### src/rtl/mux_4_rr_arbiter.sv
// Four-way round-robin arbiter that owns a shared 4:1 data mux.
// A winner keeps the mux for up to BURST_LEN accepted beats, or until it drops
// valid, after which priority rotates to the requester after the winner.
module mux_4_rr_arbiter #(
  parameter int WIDTH     = 8,
  parameter int BURST_LEN = 4
) (
  input  logic               clk,
  input  logic               rst_n,
  input  logic [3:0]         i_in_valid,
  input  logic [4*WIDTH-1:0] i_in_data,
  output logic [3:0]         o_in_ready,
  output logic               o_out_valid,
  output logic [WIDTH-1:0]   o_out_data,
  input  logic               i_out_ready,
  output logic [1:0]         o_sel,
  output logic [3:0]         o_grant,
  output logic               o_busy
);

  localparam int CNT_W = (BURST_LEN > 1) ? $clog2(BURST_LEN) : 1;
  localparam logic [CNT_W-1:0] LAST_BEAT = CNT_W'(BURST_LEN - 1);

  typedef enum logic {
    ST_IDLE  = 1'b0,
    ST_GRANT = 1'b1
  } state_t;

  state_t           r_state;
  state_t           w_stateNext;
  logic [1:0]       r_ptr;
  logic [1:0]       w_ptrNext;
  logic [1:0]       r_sel;
  logic [1:0]       w_selNext;
  logic [CNT_W-1:0] r_beatCnt;
  logic [CNT_W-1:0] w_beatCntNext;

  logic [7:0]       w_validDbl;
  logic [3:0]       w_validRot;
  logic [1:0]       w_offset;
  logic [1:0]       w_winner;
  logic             w_selValid;
  logic             w_accept;
  logic             w_lastBeat;

  assign o_sel = r_sel;

  // Rotate the requests so bit 0 is the pointer position, then take the lowest set bit.
  always_comb begin
    w_validDbl = {i_in_valid, i_in_valid} >> r_ptr;
    w_validRot = w_validDbl[3:0];
    w_offset   = 2'd3;
    if (w_validRot[2]) w_offset = 2'd2;
    if (w_validRot[1]) w_offset = 2'd1;
    if (w_validRot[0]) w_offset = 2'd0;
    w_winner   = r_ptr + w_offset;
  end

  // Datapath and handshake steering: only the granted requester sees out_ready.
  always_comb begin
    w_selValid  = i_in_valid[r_sel];
    o_busy      = (r_state == ST_GRANT);
    o_out_data  = i_in_data[r_sel*WIDTH +: WIDTH];
    o_grant     = 4'b0000;
    o_in_ready  = 4'b0000;
    o_out_valid = 1'b0;
    if (r_state == ST_GRANT) begin
      o_grant[r_sel]    = 1'b1;
      o_out_valid       = w_selValid;
      o_in_ready[r_sel] = i_out_ready;
    end
    w_accept   = o_out_valid && i_out_ready;
    w_lastBeat = (r_beatCnt == LAST_BEAT);
  end

  // Next-state logic: grant on any request, release on exhausted burst or dropped valid.
  always_comb begin
    w_stateNext   = r_state;
    w_ptrNext     = r_ptr;
    w_selNext     = r_sel;
    w_beatCntNext = r_beatCnt;
    case (r_state)
      ST_IDLE: begin
        if (|i_in_valid) begin
          w_selNext     = w_winner;
          w_beatCntNext = '0;
          w_stateNext   = ST_GRANT;
        end
      end
      ST_GRANT: begin
        if (!w_selValid || (w_accept && w_lastBeat)) begin
          w_ptrNext   = r_sel + 2'd1;
          w_stateNext = ST_IDLE;
        end else if (w_accept) begin
          w_beatCntNext = r_beatCnt + CNT_W'(1);
        end
      end
      default: begin
        w_stateNext = ST_IDLE;
      end
    endcase
  end

  // State registers; reset drops any beat in flight and restarts priority at requester a.
  always_ff @(posedge clk or negedge rst_n) begin
    if (!rst_n) begin
      r_state   <= ST_IDLE;
      r_ptr     <= 2'd0;
      r_sel     <= 2'd0;
      r_beatCnt <= '0;
    end else begin
      r_state   <= w_stateNext;
      r_ptr     <= w_ptrNext;
      r_sel     <= w_selNext;
      r_beatCnt <= w_beatCntNext;
    end
  end

endmodule

### config.mk
export PLATFORM = sky130hd
export DESIGN_NAME = mux_4_rr_arbiter
export DESIGN_NICKNAME = d
export VERILOG_FILES = /design/src/rtl/mux_4_rr_arbiter.sv
export SDC_FILE = /design/constraint.sdc
export NUM_CORES = 1
export LEC_CHECK = 0
export CELL_PAD_IN_SITES_DETAIL_PLACEMENT = 1
export CELL_PAD_IN_SITES_GLOBAL_PLACEMENT = 1
export CORE_MARGIN = 10
export CORE_UTILIZATION = 23
export DETAILED_ROUTE_END_ITERATION = 7
export PLACE_DENSITY = 0.84
export SLEW_MARGIN = 20
export SYNTH_ARGS = -nofsm -noshare
export SYNTH_HDL_FRONTEND = slang
export SYNTH_SLANG_ARGS = --single-unit
### constraint.sdc
create_clock -name clk -period 2.09 [get_ports clk]
set_input_delay 0.418 -clock clk [delete_from_list [all_inputs] [get_ports clk]]
set_output_delay 0.418 -clock clk [all_outputs]
set_load 0.005 [all_outputs]
==> flow_metrics.tcl, run 1 <==
set metrics [dict create \
    synthArstFlopShare_pct 100 \
    maxUsedRoutingLayer "met4" \
    cp_max_fo 2 \
    p_leak_nw 0.771 \
    insertion_delay_ns 0.27 \
    gr-total-overflow 0 \
    crit_arrival_ns 1.64 \
    syn_nets 113 \
    fin_util_pct 49.0 \
    dieArea_um2 5960 \
    start_util_pct 24.2 \
    dr_wl_met2_um 1560 \
    die_h_um 77.2 \
    tightest_slew_ns 0.334 \
    ios 59 \
    report.final.slew_viol_count 0 \
    syn_to_final_growth_pct 102 \
    grt_pass1_wl_um 5280 \
    wl_met3_um 261 \
    grt_setup_unrepaired "true" \
    syn_inst 68 \
    startpoint_type "input port" \
    ys_warn_count 0 \
    vias 902 \
    final_layout_size_suffix_gt1_share_pct 29.7 \
    status "finished, final reports clean" \
    drcViolationCount 0 \
    vdd_ir_drop_max_mv 0.254 \
    fillers 369 \
    drt_iter0_markers 27 \
    routedWlPerCell_um 18.4 \
    hold_class "input port to asynchronous set/reset pin" \
    syn_area_um2 752 \
    ys_ff_latch 7 \
    final_cell_count_no_fill 189 \
    hold-worst-slack_ns 0.415 \
    synth.yosys.seq_area_share_pct 23.3 \
    place.gp.congestion 0.741 \
    crit_required_ns 1.67 \
    final_common_cell "clkdlybuf4s50_1" \
    synth.distinct_cells 28 \
    synthFlopType "dfrtp_1" \
    grt_pass1_vias 1012 \
    grt_usage_pct 11.1 \
    numPlacedInstances 177 \
    setup_viol 0 \
    finClkSkew_ns 0.00553 \
    crit_path_max_incr_delay_ns 0.51 \
    layout.nets 191 \
    finalWorstSetupSlack_ns 0.0293 \
    cts_buffers 3 \
    max_freq_mhz 485 \
    cts.sinks 7 \
    first_pass_iters 3 \
    clock_path_buffers 2 \
    multi_input_area_um2 549 \
    pre_cts_ws_ns -0.322 \
    port_buffers 58 \
    grt_max_degree 15 \
    antenna_found_initial 0 \
    synth_edf_count 0 \
    htree_levels 1 \
    min_period_over_period_pct 98.6 \
    powerDensity_nw_per_um2 1080 \
    path_clk_slew_ns 0.06 \
    min_period_ns 2.06 \
    core.rowCount 20 \
    tritoncts "done" \
    vias_per_cell 4.77 \
    wl_met1_um 1620 \
    setup-tns-final_ns 0 \
    final-hold-violation-count 0 \
    crit_type "input port to output port" \
    drv_cap 0 \
    path_cells "clkdlybuf4s50_1, mux4_2, and2_4, buf_2" \
    cts-root-buf "clkbuf_4" \
    wl_um 3470 \
    slew_headroom_pct 77.7 \
    final_antenna_net_count 0 \
    regArea_um2 176 \
    fp.dieW_um 77.2 \
    antenna_cells 0 \
    critical_path.slowest_cell "mux4_2" \
    crit_path_end_kind "output port" \
    syn_area_per_cell_um2 11.1 \
    dp_hpwl_um 2980 \
    core_um2 3100 \
    layout_common_cells "clkdlybuf4s50_1 (38), buf_4 (17), mux4_2 (9)" \
]
-- worst max-delay path, delay by kind of cell --
kind | cells | cell delay, ns
buffers and inverters | 2 | 0.53
and+or+nand+nor | 1 | 0.18
muxes | 1 | 0.51
-- cell type report --
type,count,share of cell area [%]
timing repair buffer,76,45.9
multi-input combinational,54,36.1
sequential,7,11.6
tap,44,3.62
clock buffer,3,1.48
inverter,4,0.987
clock inverter,1,0.329
-- final timing paths --
check / depth (start not counted) / slack (ns) / end / start
worst min-delay path: 1 / 0.41 / r_ptr[1]$_DFFE_PN0P_ / rst_n
min in group clk: 1 / 0.48 / r_beatCnt[0]$_DFFE_PN0P_ / r_beatCnt[0]$_DFFE_PN0P_
worst max register to register: 5 / 0.24 / r_ptr[1]$_DFFE_PN0P_ / o_sel[0]$_DFFE_PN0P_
worst min register to register: 1 / 0.48 / r_beatCnt[0]$_DFFE_PN0P_ / r_beatCnt[0]$_DFFE_PN0P_
worst max-delay path: 4 / 0.03 / o_out_valid / i_in_valid[2]
max in group asynchronous: 1 / 1.41 / o_sel[1]$_DFFE_PN0P_ / rst_n
-- stage by stage --
step | area (um2) | power [W]
after floorplan | 752 | 0.000862
after global placement | 1460 | 0.00148
after detailed placement | 1460 | 0.00153
after CTS | 1530 | 0.00169
after global routing | 1520 | 0.00180
final | 1520 | 0.00164
-- synth_stat cells, drive strengths merged (2+ instances only) --
cell type | n | area (um2)
inv | 4 | 15.0
and2 | 5 | 33.8
o21ai | 5 | 25.0
mux2i | 3 | 30.0
a21oi | 4 | 20.0
clkbuf | 2 | 7.51
dfrtp | 7 | 175
mux4 | 9 | 203
nand2 | 2 | 7.51
a21boi | 2 | 18.8
nor2 | 3 | 11.3
ha | 6 | 75.1
and3 | 4 | 25.0
-- registers in the layout, summed over array words and instances, names as in the netlist --
register and cells:
o_sel 2, r_ptr 2, r_beatCnt 2, o_busy 1
-- cells by family after synthesis --
| logic type | share of synthesized area, % |
|---|---|
| fa+ha+maj | 9.98 |
| mux | 32.4 |
| simple gates | 16.6 |
| compound gates | 14.0 |
| flops | 23.3 |
| buf+inv | 3.66 |
-- routing by layer --
| metal | vias up | track usage [%] |
|---|---|---|
| li1 | 419 | - |
| met5 | - | 0 |
| met4 | 0 | 2.74 |
| met3 | 2 | 3.85 |
| met2 | 53 | 18.9 |
| met1 | 428 | 13.0 |
-- report_power, final --
| group | total [W] | switching, W | internal (W) |
|---|---|---|---|
| Sequential | 0.000302 | 0.0000973 | 0.000205 |
| Clock | 0.000133 | 0.0000622 | 0.0000706 |
| Combinational | 0.00121 | 0.000469 | 0.000740 |
| Total | 0.00164 | 0.000628 | 0.00102 |
-- repair_timing --
action | 4_1_cts | 5_1_grt
hold buffers | 0 | 0
endpoints found under the setup margin | 17 | 13
resized for setup | 26 | 13
setup buffers | 7 | 1
(Power assumes the default switching activity.)
==> run 2, diff against run 1 <==
Settings changed: ABC_AREA from default to 1, CORE_UTILIZATION 23 to 22.
==> flow_metrics.tcl, run 2 <==
set metrics [dict create \
    grt_max_degree 17 \
    syn_to_final_growth_pct 97.8 \
    status "finished, final reports clean" \
    slew_headroom_pct 75.6 \
    routedWlPerCell_um 15.9 \
    core.rowCount 22 \
    antenna_cells 0 \
    regArea_um2 176 \
    p_leak_nw 0.904 \
    final_antenna_net_count 0 \
    report.final.slew_viol_count 0 \
    final_layout_size_suffix_gt1_share_pct 17.3 \
    insertion_delay_ns 0.23 \
    fin_util_pct 45.7 \
    multi_input_area_um2 589 \
    grt_pass1_vias 1243 \
    tritoncts "done" \
    port_buffers 58 \
    clock_path_buffers 2 \
    synth_most_common_cell "nand2_1" \
    dieArea_um2 6800 \
    layout_common_cells "clkdlybuf4s50_1 (45), nand2_1 (28), nor2_1 (27)" \
    grt_usage_pct 11.3 \
    core_um2 3720 \
    synth.distinct_cells 24 \
    path_buf_inv 5 \
    max_freq_mhz 492 \
    crit_required_ns 1.67 \
    min_period_ns 2.03 \
    startpoint_type "register" \
    min_period_over_period_pct 97.3 \
    wl_um 4170 \
    crit_arrival_ns 1.62 \
    final_cell_count_no_fill 262 \
    grt_pass1_wl_um 5950 \
    syn_nets 183 \
    rrSetupSlack_ns 0.44 \
    ys_warn_count 0 \
    setup_viol 0 \
    finClkSkew_ns 0.00384 \
    crit_top_cell "buf_4" \
    vias_per_cell 4.61 \
    drcViolationCount 0 \
    ys_top_cells_by_count "nand2_1 (28), nor2_1 (27), o21ai_0 (15), inv_1 (12), o22ai_1 (8)" \
    vias 1209 \
    antenna_found_initial 0 \
    ys_ff_latch 7 \
    powerDensity_nw_per_um2 1300 \
    synthFlopType "dfrtp_1" \
    cts.sinks 7 \
    gr-total-overflow 0 \
    setup-tns-final_ns 0 \
    drv_cap 0 \
    layout.nets 260 \
    first_pass_iters 4 \
    place.gp.congestion 0.753 \
    path_cells "inv_2, buf_4, buf_4, buf_4, nand2_2, nand3_2, nand2_1, nor2_1, clkdlybuf4s15_1" \
    syn_area_um2 858 \
    tightest_slew_ns 0.366 \
    fp.dieW_um 82.5 \
    syn_inst 138 \
    cts_buffers 3 \
    p_total_w 0.00221 \
    ios 59 \
    htree_levels 1 \
    critical_path.slowest_cell "dfrtp_1" \
    synth.yosys.seq_area_share_pct 20.4 \
    crit_type "register to output port" \
    design_area_um2 1700 \
    synth_edf_count 0 \
    synth_top_area_share_pct 20.4 \
    final_common_cell "clkdlybuf4s50_1" \
    syn_area_per_cell_um2 6.22 \
    synthArstFlopShare_pct 100 \
    fillers 472 \
    dp_hpwl_um 3160 \
    cts-root-buf "clkbuf_8" \
    drt_iter0_markers 68 \
    synth_area_leaders "dfrtp_1 (20%), nand2_1 (12%), nor2_1 (12%)" \
    crit_path_end_kind "output port" \
    vdd_ir_drop_max_mv 0.479 \
    final-hold-violation-count 0 \
    start_util_pct 23.1 \
    crit_path_max_incr_delay_ns 0.40 \
    path_delay_family "buffers and inverters" \
    path_clk_slew_ns 0.04 \
    synth.largest_area_cell "dfrtp_1" \
    place_area_um2 1540 \
    hold_class "input port to asynchronous set/reset pin" \
    numPlacedInstances 249 \
    die_h_um 82.5 \
    cp_max_fo 5 \
]
-- run 2: worst paths after layout --
| check | from | to | cells past startpoint |
|---|---|---|---|
| max in group asynchronous | rst_n | o_sel[1]$_DFFE_PN0P_ | 1 |
| setup reg to reg | r_ptr[0]$_DFFE_PN0P_ | o_sel[1]$_DFFE_PN0P_ | 10 |
| hold / removal | rst_n | o_sel[0]$_DFFE_PN0P_ | 1 |
| min in group clk | r_beatCnt[1]$_DFFE_PN0P_ | r_beatCnt[1]$_DFFE_PN0P_ | 2 |
| hold reg to reg | r_beatCnt[1]$_DFFE_PN0P_ | r_beatCnt[1]$_DFFE_PN0P_ | 2 |
| setup / recovery | o_sel[0]$_DFFE_PN0P_ | o_out_valid | 9 |
-- run 2: area by class of cell --
class / count / share of cell area [%]
Sequential cell: 7 / 10.4
Clock buffer: 4 / 2.65
Tap cell: 48 / 3.54
Inverter: 14 / 3.39
Multi-Input combinational cell: 111 / 34.7
Timing Repair Buffer: 78 / 45.3
-- run 2: metal layers --
metal	wire (um)	GRT usage (%)
met4	55	1.53
met2	2220	22.6
met5	0	0
met3	235	3.02
met1	1660	11.5
-- run 2: cells by family (layout without fill, tap and decap cells) --
logic type	Yosys count	in the layout	share of synthesized area (%)
adders and majority gates	6	6	8.75
and+or+nand+nor	71	71	37.6
DFF	7	7	20.4
AOI/OAI and AO/OA	33	33	21.1
muxes	1	1	1.17
buffers and inverters	20	96	10.9
-- run 2: metrics by stage --
step,worst slack [ns],hold slack [ns]
6_report,0.0560,0.459
5_1_grt,-0.0504,0.491
4_1_cts,0.00218,0.473
3_5_place_dp,-0.107,0.486
3_3_place_gp,-0.114,0.470
2_1_floorplan,0.541,0.122
-- run 2: report_power, final --
part / internal [W] / switching, W
clock network: 0.000132 / 0.0000567
registers: 0.000207 / 0.000114
logic: 0.000862 / 0.000837
-- run 2: repair_timing --
action	in CTS	in global routing
buffers inserted	2	6
setup endpoints to repair	10	15
resized for setup	7	16
hold buffers	0	0
cloned	0	1
pin swaps	0	1
hold endpoints to repair	0	0
==> run 3, diff against run 2 <==
Settings changed: REMOVE_ABC_BUFFERS from default to 1.
==> flow_metrics.tcl, run 3 (synthesis gave the netlist of run 2 again) <==
set metrics [dict create \
    clock_path_buffers 2 \
    antenna_found_initial 0 \
    cts_buffers 3 \
    max_freq_mhz 500 \
    regArea_um2 176 \
    p_leak_nw 0.896 \
    crit_type "register to output port" \
    place_area_um2 1540 \
    slew_headroom_pct 76.9 \
    multi_input_area_um2 589 \
    antenna_cells 0 \
    hold_class "input port to asynchronous set/reset pin" \
    insertion_delay_ns 0.23 \
    setup_viol 0 \
    crit_required_ns 1.67 \
    min_period_ns 2.00 \
    tightest_slew_ns 0.346 \
    drcViolationCount 0 \
    crit_arrival_ns 1.58 \
    core_um2 3720 \
    final_common_cell "clkdlybuf4s50_1" \
    finClkSkew_ns 0.00557 \
    vias_per_cell 4.47 \
    fp.dieW_um 82.5 \
    final_antenna_net_count 0 \
    reg2regPathDepth 10 \
    drt_iter0_markers 30 \
    grt_usage_pct 10.2 \
    path_cells "buf_12, ha_1, nand2_1, inv_1, clkdlybuf4s50_1" \
    p_total_w 0.00212 \
    rrSetupSlack_ns 0.51 \
    die_h_um 82.5 \
    layout_common_cells "clkdlybuf4s50_1 (43), nand2_1 (28), nor2_1 (27)" \
    grt_pass1_wl_um 5470 \
    design_area_um2 1670 \
    cts.sinks 7 \
    cp_max_fo 22 \
    report.final.slew_viol_count 0 \
    cts-root-buf "clkbuf_8" \
    drv_cap 0 \
    path_clk_slew_ns 0.04 \
    rr_startpoint "r_ptr[0]$_DFFE_PN0P_" \
    path_buf_inv 3 \
    startpoint_type "register" \
    first_pass_iters 4 \
    critical_path.slowest_cell "clkdlybuf4s50_1" \
    start_util_pct 23.1 \
    ios 59 \
    crit_path_max_incr_delay_ns 0.49 \
    grt_pass1_vias 1122 \
    status "finished, final reports clean" \
    vdd_ir_drop_max_mv 0.432 \
    tritoncts "done" \
    syn_to_final_growth_pct 94.0 \
    powerDensity_nw_per_um2 1270 \
    wl_um 3700 \
    place.gp.congestion 0.793 \
    dp_hpwl_um 3060 \
    hold-worst-slack_ns 0.460 \
    core.rowCount 22 \
    fin_util_pct 44.8 \
    final_layout_size_suffix_gt1_share_pct 14.6 \
    port_buffers 58 \
    grt_setup_unrepaired "false" \
    rr_endpoint "o_sel[1]$_DFFE_PN0P_" \
    numPlacedInstances 247 \
    htree_levels 1 \
    vias 1135 \
    layout.nets 252 \
    gr-total-overflow 0 \
    routedWlPerCell_um 14.6 \
    final_cell_count_no_fill 254 \
    crit_path_end_kind "output port" \
    fillers 475 \
    min_period_over_period_pct 95.6 \
    dieArea_um2 6800 \
    grt_max_degree 23 \
    path_delay_family "buffers and inverters" \
    final-hold-violation-count 0 \
]
## run 3: what timing repair did
item / in CTS / in global routing
hold buffers: 0 / 0
pin swaps: 0 / 0
gates resized for setup: 9 / 13
gates cloned: 0 / 1
setup buffers: 1 / 1
setup endpoints to repair: 14 / 12
## run 3: per-stage QoR
step                      worst slack (ns)  setup TNS (ns)
final                               0.0919               0
after global routing                0.0141               0
after CTS                          0.00591               0
after detailed placement            -0.129          -0.129
after global placement              -0.101          -0.101
after floorplan                      0.291               0
## run 3: worst max-delay path by stage
stage | from | end | slack, ns | depth (start not counted)
global route | o_sel[0]$_DFFE_PN0P_ | o_grant[1] | 0.01 | 5
global placement | i_in_valid[1] | o_out_valid | -0.10 | 6
finish | o_sel[0]$_DFFE_PN0P_ | o_grant[1] | 0.09 | 5
floorplan | o_sel[0]$_DFFE_PN0P_ | o_in_ready[0] | 0.29 | 4
CTS | o_sel[0]$_DFFE_PN0P_ | o_grant[2] | 0.006 | 6
detailed placement | i_in_valid[1] | o_out_valid | -0.13 | 6
## run 3: layout make-up
class                   instances  share of cell area [%]
clock buffers                   3                    2.48
repair buffers                 70                    44.2
flip-flops and latches          7                    10.6
multi-input cells             111                    35.4
well taps                      48                    3.61
clock inverters                 1                   0.301
inverters                      14                    3.46
## run 3: where the power goes
part / leakage (nW) / total, W / internal, W / switching (W)
clock network: 0.0255 / 0.000191 / 0.000129 / 0.0000622
registers: 0.0837 / 0.000323 / 0.000207 / 0.000117
logic: 0.787 / 0.00161 / 0.000828 / 0.000779
## run 3: layer usage
layer	routed length [um]	share of wire, %	GRT usage, %
met5	0	0	0
met4	27	0.73	1.02
met3	348	9.4	3.35
met2	1990	54	20.5
met1	1330	36	10.1
